==> src/rtl/row_loader.sv <==
// Serial-to-parallel row loader: one cell per accepted beat, commits a WIDTH-bit row.
// Optional even-parity check per word is enabled by defining ROW_LOADER_PARITY_EN.
module row_loader #(
  parameter int WIDTH = 11
) (
  input  logic             clk,
  input  logic             reset,
  input  logic             ser_in,
  input  logic             ser_valid,
  output logic             ser_ready,
  output logic [WIDTH-1:0] row_d,
  output logic             row_we,
  output logic             busy,
  output logic             err
);

  localparam int CW = $clog2(WIDTH + 1);
  localparam logic [CW-1:0] LAST = CW'(WIDTH - 1);

`ifdef ROW_LOADER_PARITY_EN
  // Full word is kept so the parity bit can be checked against it.
  localparam int SRW = WIDTH;
`else
  // The oldest bit leaves through shift_word straight into row_d.
  localparam int SRW = WIDTH - 1;
`endif

  typedef enum logic [1:0] {
    IDLE,
    SHIFT,
    PARITY,
    COMMIT
  } state_t;

  state_t           state;
  state_t           state_nx;
  logic [CW-1:0]    cnt;
  logic [SRW-1:0]   sr;
  logic [WIDTH-1:0] shift_word;
  logic             accept;
  logic             data_beat;
  logic             load_row;
  logic             par_fail;

  assign ser_ready  = !reset && (state != COMMIT);
  assign accept     = ser_valid && ser_ready;
  assign data_beat  = accept && ((state == IDLE) || (state == SHIFT));
  assign shift_word = {sr[WIDTH-2:0], ser_in};
  assign busy       = (state != IDLE);

  // State register.
  always_ff @(posedge clk) begin
    if (reset) begin
      state <= IDLE;
    end else begin
      state <= state_nx;
    end
  end

  // Next-state decode, commit strobe and parity verdict.
  always_comb begin
    state_nx = state;
    row_we   = 1'b0;
    load_row = 1'b0;
    par_fail = 1'b0;
    unique case (state)
      IDLE: begin
        if (accept) begin
          state_nx = SHIFT;
        end
      end
      SHIFT: begin
        if (accept && (cnt == LAST)) begin
`ifdef ROW_LOADER_PARITY_EN
          state_nx = PARITY;
`else
          state_nx = COMMIT;
          load_row = 1'b1;
`endif
        end
      end
      PARITY: begin
`ifdef ROW_LOADER_PARITY_EN
        if (accept) begin
          if (ser_in == ^sr) begin
            state_nx = COMMIT;
            load_row = 1'b1;
          end else begin
            state_nx = IDLE;
            par_fail = 1'b1;
          end
        end
`else
        state_nx = IDLE;
`endif
      end
      COMMIT: begin
        row_we   = 1'b1;
        state_nx = IDLE;
      end
      default: begin
        state_nx = IDLE;
      end
    endcase
  end

  // Bit counter: 1 after the first bit, WIDTH after the last, cleared on exit.
  always_ff @(posedge clk) begin
    if (reset) begin
      cnt <= '0;
    end else if (state == COMMIT) begin
      cnt <= '0;
    end else if (accept) begin
      unique case (state)
        IDLE:    cnt <= CW'(1);
        SHIFT:   cnt <= cnt + CW'(1);
        default: cnt <= '0;
      endcase
    end
  end

  // Shift register only moves on accepted data beats, so idle X never enters.
  always_ff @(posedge clk) begin
    if (reset) begin
      sr <= '0;
    end else if (data_beat) begin
      sr <= shift_word[SRW-1:0];
    end
  end

  // Row output register, loaded only on entry to COMMIT.
  always_ff @(posedge clk) begin
    if (reset) begin
      row_d <= '0;
    end else if (load_row) begin
`ifdef ROW_LOADER_PARITY_EN
      row_d <= sr;
`else
      row_d <= shift_word;
`endif
    end
  end

`ifdef ROW_LOADER_PARITY_EN
  // One-cycle error pulse after a rejected parity bit.
  always_ff @(posedge clk) begin
    if (reset) begin
      err <= 1'b0;
    end else begin
      err <= par_fail;
    end
  end
`else
  assign err = 1'b0;
  logic unused_par;
  assign unused_par = par_fail;
`endif

endmodule

==> config.mk <==
export PLATFORM = sky130hd
export DESIGN_NAME = row_loader
export DESIGN_NICKNAME = d
export VERILOG_FILES = /design/src/rtl/row_loader.sv
export SDC_FILE = /design/constraint.sdc
export NUM_CORES = 1
export LEC_CHECK = 0
export CAP_MARGIN = 10
export CORE_MARGIN = 4
export CORE_UTILIZATION = 41
export CTS_CLUSTER_DIAMETER = 150
export DETAILED_ROUTE_END_ITERATION = 12
export PLACE_DENSITY = 0.62
export SLEW_MARGIN = 20
export SYNTH_ARGS = -nofsm -noshare
export SYNTH_HDL_FRONTEND = slang
export SYNTH_SLANG_ARGS = --single-unit
==> constraint.sdc <==
create_clock -name clk -period 1.8 [get_ports clk]
set_input_delay 0.36 -clock clk [delete_from_list [all_inputs] [get_ports clk]]
set_output_delay 0.36 -clock clk [all_outputs]
set_load 0.005 [all_outputs]
==> flow_summary.json, run 1 <==
{
  "arrival_ps": 1350,
  "path_clk_slew_ps": 150,
  "die_area_um2": 3670,
  "ir_drop_v": 0.000386,
  "grt_pass1_vias": 937,
  "multi_input_area_um2": 505,
  "cpLargestDelayFamily": "buffers and inverters",
  "dr.pass1.iters": 4,
  "clockBufferDepth": 2,
  "antenna_found_initial": 0,
  "finalCritPeriodShare_pct": 94.9,
  "status": "finished, final reports clean",
  "synthArstFlopShare_pct": 0,
  "io_buffers": 17,
  "dp_slack_ps": -53.2,
  "netlist_area_um2": 1130,
  "synth.most_common_cell": "dfxtp_1",
  "path_buf_inv": 2,
  "place_congestion": 0.838,
  "overflow": 0,
  "synth_flop_cell": "dfxtp_1",
  "crit_fanout": 6,
  "synthToLayoutAreaGrowth_pct": 22.3,
  "viasPerCell": 5.22,
  "dp.cells": 181,
  "finalHoldViolations": 0,
  "synth-compound-area-share_pct": 19.4,
  "cts-hold-fix-buffers": 0,
  "fin_setup_tns_ps": 0,
  "drc": 0,
  "nets": 164,
  "drive_gt1_share_pct": 14.0,
  "max_freq_mhz": 585,
  "leakage_nw": 0.489,
  "chipWidth_um": 60.6,
  "yosys-top-cells-count": "dfxtp_1, nand2_1, a21oi_1",
  "synth.area.mux_share_pct": 0,
  "post-dp-hpwl_mm": 1.62,
  "fin_area_um2": 1390,
  "seq_area_um2": 546,
  "path_class": "reg -> out",
  "synthSimpleGateAreaFrac_pct": 22.3,
  "wire_per_inst_um": 12.0,
  "synthesis.nets": 143,
  "slew_viol_final": 0,
  "cp_slowest_cell": "clkdlybuf4s50_1",
  "synth_top_cell_area_share_pct": 47.7,
  "hold-worst-slack_ps": 475,
  "cp.required_ps": 1440,
  "cts.sinks": 27,
  "std_cell_rows": 18,
  "core_um2": 2540,
  "ant_nets": 0,
  "initial_core_util_pct": 44.5,
  "routed_wl_mm": 2.24,
  "n_antenna_cell": 0,
  "ys_ff_latch": 27,
  "start_kind": "flip-flop",
  "crit_chain": "nand2_1 > inv_1 > clkdlybuf4s50_1",
  "synthXorXnorAreaFrac_pct": 0,
  "finalNonFillerCells": 187,
  "synth_area_leaders": "dfxtp_1, a21oi_1, nand2_1, nand3_1, o21ai_1",
  "syn_inst": 137,
  "dr.first_iter.drc_count": 28,
  "fp.dieH_um": 60.6,
  "grt_max_degree": 23,
  "grt_pass1_wl_mm": 3.95,
  "htree_levels": 1,
  "rrSetupSlack_ps": 380,
  "fin_worst_skew_ps": 9.26,
  "rsz0062_at_grt": "false",
  "grt_usage_pct": 14.1,
  "fin_util_pct": 54.4,
  "dpl_cell_area_um2": 1340,
  "setup_viol": 0,
  "cts_made_buffers": 3,
  "synth.distinct_cells": 29,
  "synth_fa_ha_area_share_pct": 2.21,
  "synth-edff-count": 0,
  "power_density_nw_per_um2": 686,
  "syn_avg_cell_area_um2": 8.27,
  "fill_cells": 258,
  "pin_count": 19,
  "slowest_delay_ps": 490,
  "clockRootBuffer": "clkbuf_4",
  "crit_path_end_kind": "output pin",
  "fin_crit_ps": 1710,
  "via_count": 977,
  "p_total_mw": 0.950,
  "synth_top_family_by_area": "simple AND/OR/NAND/NOR gates",
  "yosysWarnings": 0,
  "seq_area_frac_synth_pct": 47.7,
  "min_path_type": "reg -> reg",
  "fin_ws_ps": 90.9,
  "cts_tree": "yes",
  "synth_top_area_cell": "dfxtp_1",
  "clk_latency_ps": 320,
  "maxCapViolCount": 0
}
[cells by family after synthesis]
group / count (synthesis)
adders and majority gates: 2
AOI/OAI and AO/OA: 41
and+or+nand+nor: 50
buffers and inverters: 16
other: 1
DFF: 27
[timing repair]
| item | in CTS | in global routing |
|---|---|---|
| pin swaps | 0 | 0 |
| endpoints found under the hold margin | 0 | 0 |
| setup endpoints to repair | 3 | 1 |
| buffers inserted | 2 | 0 |
| gates resized for setup | 5 | 1 |
[worst paths after layout]
path | from | endpoint | cells past startpoint
worst max-delay path | state[0] | row_we | 3
worst min-delay path | sr[9] | sr[9] | 2
worst max register to register | state[1] | row_d[0] | 4
worst min register to register | sr[9] | sr[9] | 2
[flip-flops by register name (all words and copies together) (netlist names)]
signal	cells
state	2
cnt	4
sr	10
row_d	11
[layer usage]
| layer | GRT usage, % | wire (µm) | up-vias |
|---|---|---|---|
| li1 | - | - | 505 |
| met1 | 16.8 | 1030 | 451 |
| met2 | 24.4 | 1080 | 19 |
| met3 | 2.55 | 113 | 2 |
| met4 | 6.50 | 19 | 0 |
| met5 | 0 | 0 | - |
[area by class of cell]
cell class	instances	share of cell area (%)
timing repair buffer	29	18.6
inverter	3	0.813
clock inverter	1	0.361
multi-input combinational	94	36.5
tap	30	2.71
sequential	27	39.4
clock buffer	3	1.63
[report_power, final]
part           switching [mW]  internal, mW  leakage (nW)
sequential            0.00702         0.603         0.219
clock                   0.182        0.0832        0.0177
combinational          0.0407        0.0346         0.252
[cells in the final DEF, fill, tap and decap left out, drive strengths merged, types with 2 or more instances in the layout]
cell type,instances
dfxtp,27
clkdlybuf4s50,15
nand2,24
clkbuf,3
dlygate4sd2,2
buf,12
ha,2
nor2,4
a21oi,23
nand3,11
o21ai,13
inv,3
nand4b,2
[worst register-to-register path: cells and delay by family, from the launching register on]
kind / cells / cell delay, ps
compound gates: 2 / 280
buf+inv: 1 / 160
flops: 1 / 370
simple gates: 1 / 520
No activity file was read; power rests on OpenSTA's default activity.
==> run 2, diff against run 1 <==
CORE_MARGIN = 10   (was 4)
==> flow_summary.json, run 2 (same netlist as run 1, synthesis figures left out) <==
{
  "status": "finished, final reports clean",
  "finalHoldViolations": 0,
  "core_um2": 2540,
  "path_clk_slew_ps": 150,
  "leakage_nw": 0.486,
  "fin_crit_ps": 1700,
  "fin_util_pct": 54.6,
  "chipWidth_um": 72.6,
  "slew_viol_final": 0,
  "grt_max_degree": 23,
  "grt_usage_pct": 9.34,
  "post-dp-hpwl_mm": 1.74,
  "top_register": "row_d",
  "top_regs": "row_d (11), sr (10), cnt (4)",
  "dr.first_iter.drc_count": 55,
  "power_density_nw_per_um2": 685,
  "max_freq_mhz": 587,
  "wire_per_inst_um": 13.1,
  "crit_fanout": 4,
  "ir_drop_v": 0.000360,
  "routed_wl_mm": 2.44,
  "io_buffers": 17,
  "fp.dieH_um": 72.6,
  "rsz0062_at_grt": "false",
  "final_common_cell": "dfxtp_1",
  "dr.pass1.iters": 4,
  "nets": 163,
  "ant_nets": 0,
  "maxCapViolCount": 0,
  "rrSetupSlack_ps": 380,
  "cts.sinks": 27,
  "drc": 0,
  "clockBufferDepth": 2,
  "initial_core_util_pct": 44.5,
  "cp.required_ps": 1440,
  "grt_pass1_wl_mm": 4.04,
  "arrival_ps": 1340,
  "largest_reg_flops": 11,
  "antenna_found_initial": 0,
  "cts_tree": "yes",
  "finalNonFillerCells": 186,
  "fill_cells": 260,
  "std_cell_rows": 18,
  "fin_worst_skew_ps": 8.06,
  "final_cell_mix": "dfxtp_1, nand2_1, a21oi_1",
  "overflow": 0,
  "setup_viol": 0,
  "clockRootBuffer": "clkbuf_4",
  "dp.cells": 178,
  "drive_gt1_share_pct": 12.8,
  "cts_made_buffers": 3,
  "viasPerCell": 5.25,
  "via_count": 976,
  "synthToLayoutAreaGrowth_pct": 22.7,
  "grt_pass1_vias": 918,
  "die_area_um2": 5260,
  "start_kind": "flip-flop",
  "crit_path_end_kind": "output pin",
  "place_congestion": 0.753,
  "min_path_type": "in -> reg",
  "finalCritPeriodShare_pct": 94.6,
  "path_class": "reg -> out",
  "clk_latency_ps": 320,
  "n_antenna_cell": 0,
  "pin_count": 19,
  "htree_levels": 1
}
[run 2: changes by cell type in the layout (fill, tap and decap cells not counted), sizes merged]
cell,delta
buf,-1
clkbuf,+1
clkinv,-1
[run 2: cell type report]
type,instances,area (µm²),area share [%]
timing repair buffer,28,263,18.9
clock buffer,4,26.3,1.89
inverter,3,11.3,0.811
sequential,27,546,39.3
multi-input combinational,94,505,36.4
tap,30,37.5,2.70
[run 2: repair_timing]
item / in CTS / in global routing
hold buffers: 0 / 0
endpoints found under the setup margin: 3 / 2
gates resized for setup: 5 / 1
hold endpoints to repair: 0 / 0
buffers inserted: 4 / 0
[run 2: worst max-delay path: stages (launching register included)]
cell and delay [ps]:
dfxtp_2 390, nand2_1 80, inv_1 60, clkdlybuf4s50_1 490
[run 2: path summary, 6_finish.rpt]
| path | cells after the start | endpoint | from |
|---|---|---|---|
| max reg2reg | 4 | row_d[1] | state[1] |
| max | 3 | row_we | state[1] |
| min | 4 | cnt[3] | reset |
| min reg2reg | 2 | sr[6] | sr[5] |
[run 2: power breakdown]
part	internal (mW)	switching (mW)	leakage [nW]	total, mW
Combinational	0.0384	0.0434	0.252	0.0817
Clock	0.0867	0.174	0.0150	0.261
Sequential	0.603	0.00610	0.219	0.609
[run 2: routing by layer]
metal  GRT usage, %  routed length, µm  vias to the layer above
li1               -                  -                      505
met1           9.81               1030                      455
met2           16.7               1270                       14
met3           2.99                120                        2
met4           3.80                 13                        0
met5              0                  0                        -
[run 2: metrics by stage]
step,power [mW],instance area [µm²],setup WS (ps),hold WS (ps),setup TNS [ps]
after floorplan,0.670,1130,480,437,0
after global placement,0.694,1330,-51.3,449,-178
after detailed placement,0.696,1330,-76.7,461,-697
after CTS,0.967,1390,27.9,472,0
after global routing,1.00,1390,5.01,506,0
final,0.952,1390,96.4,474,0
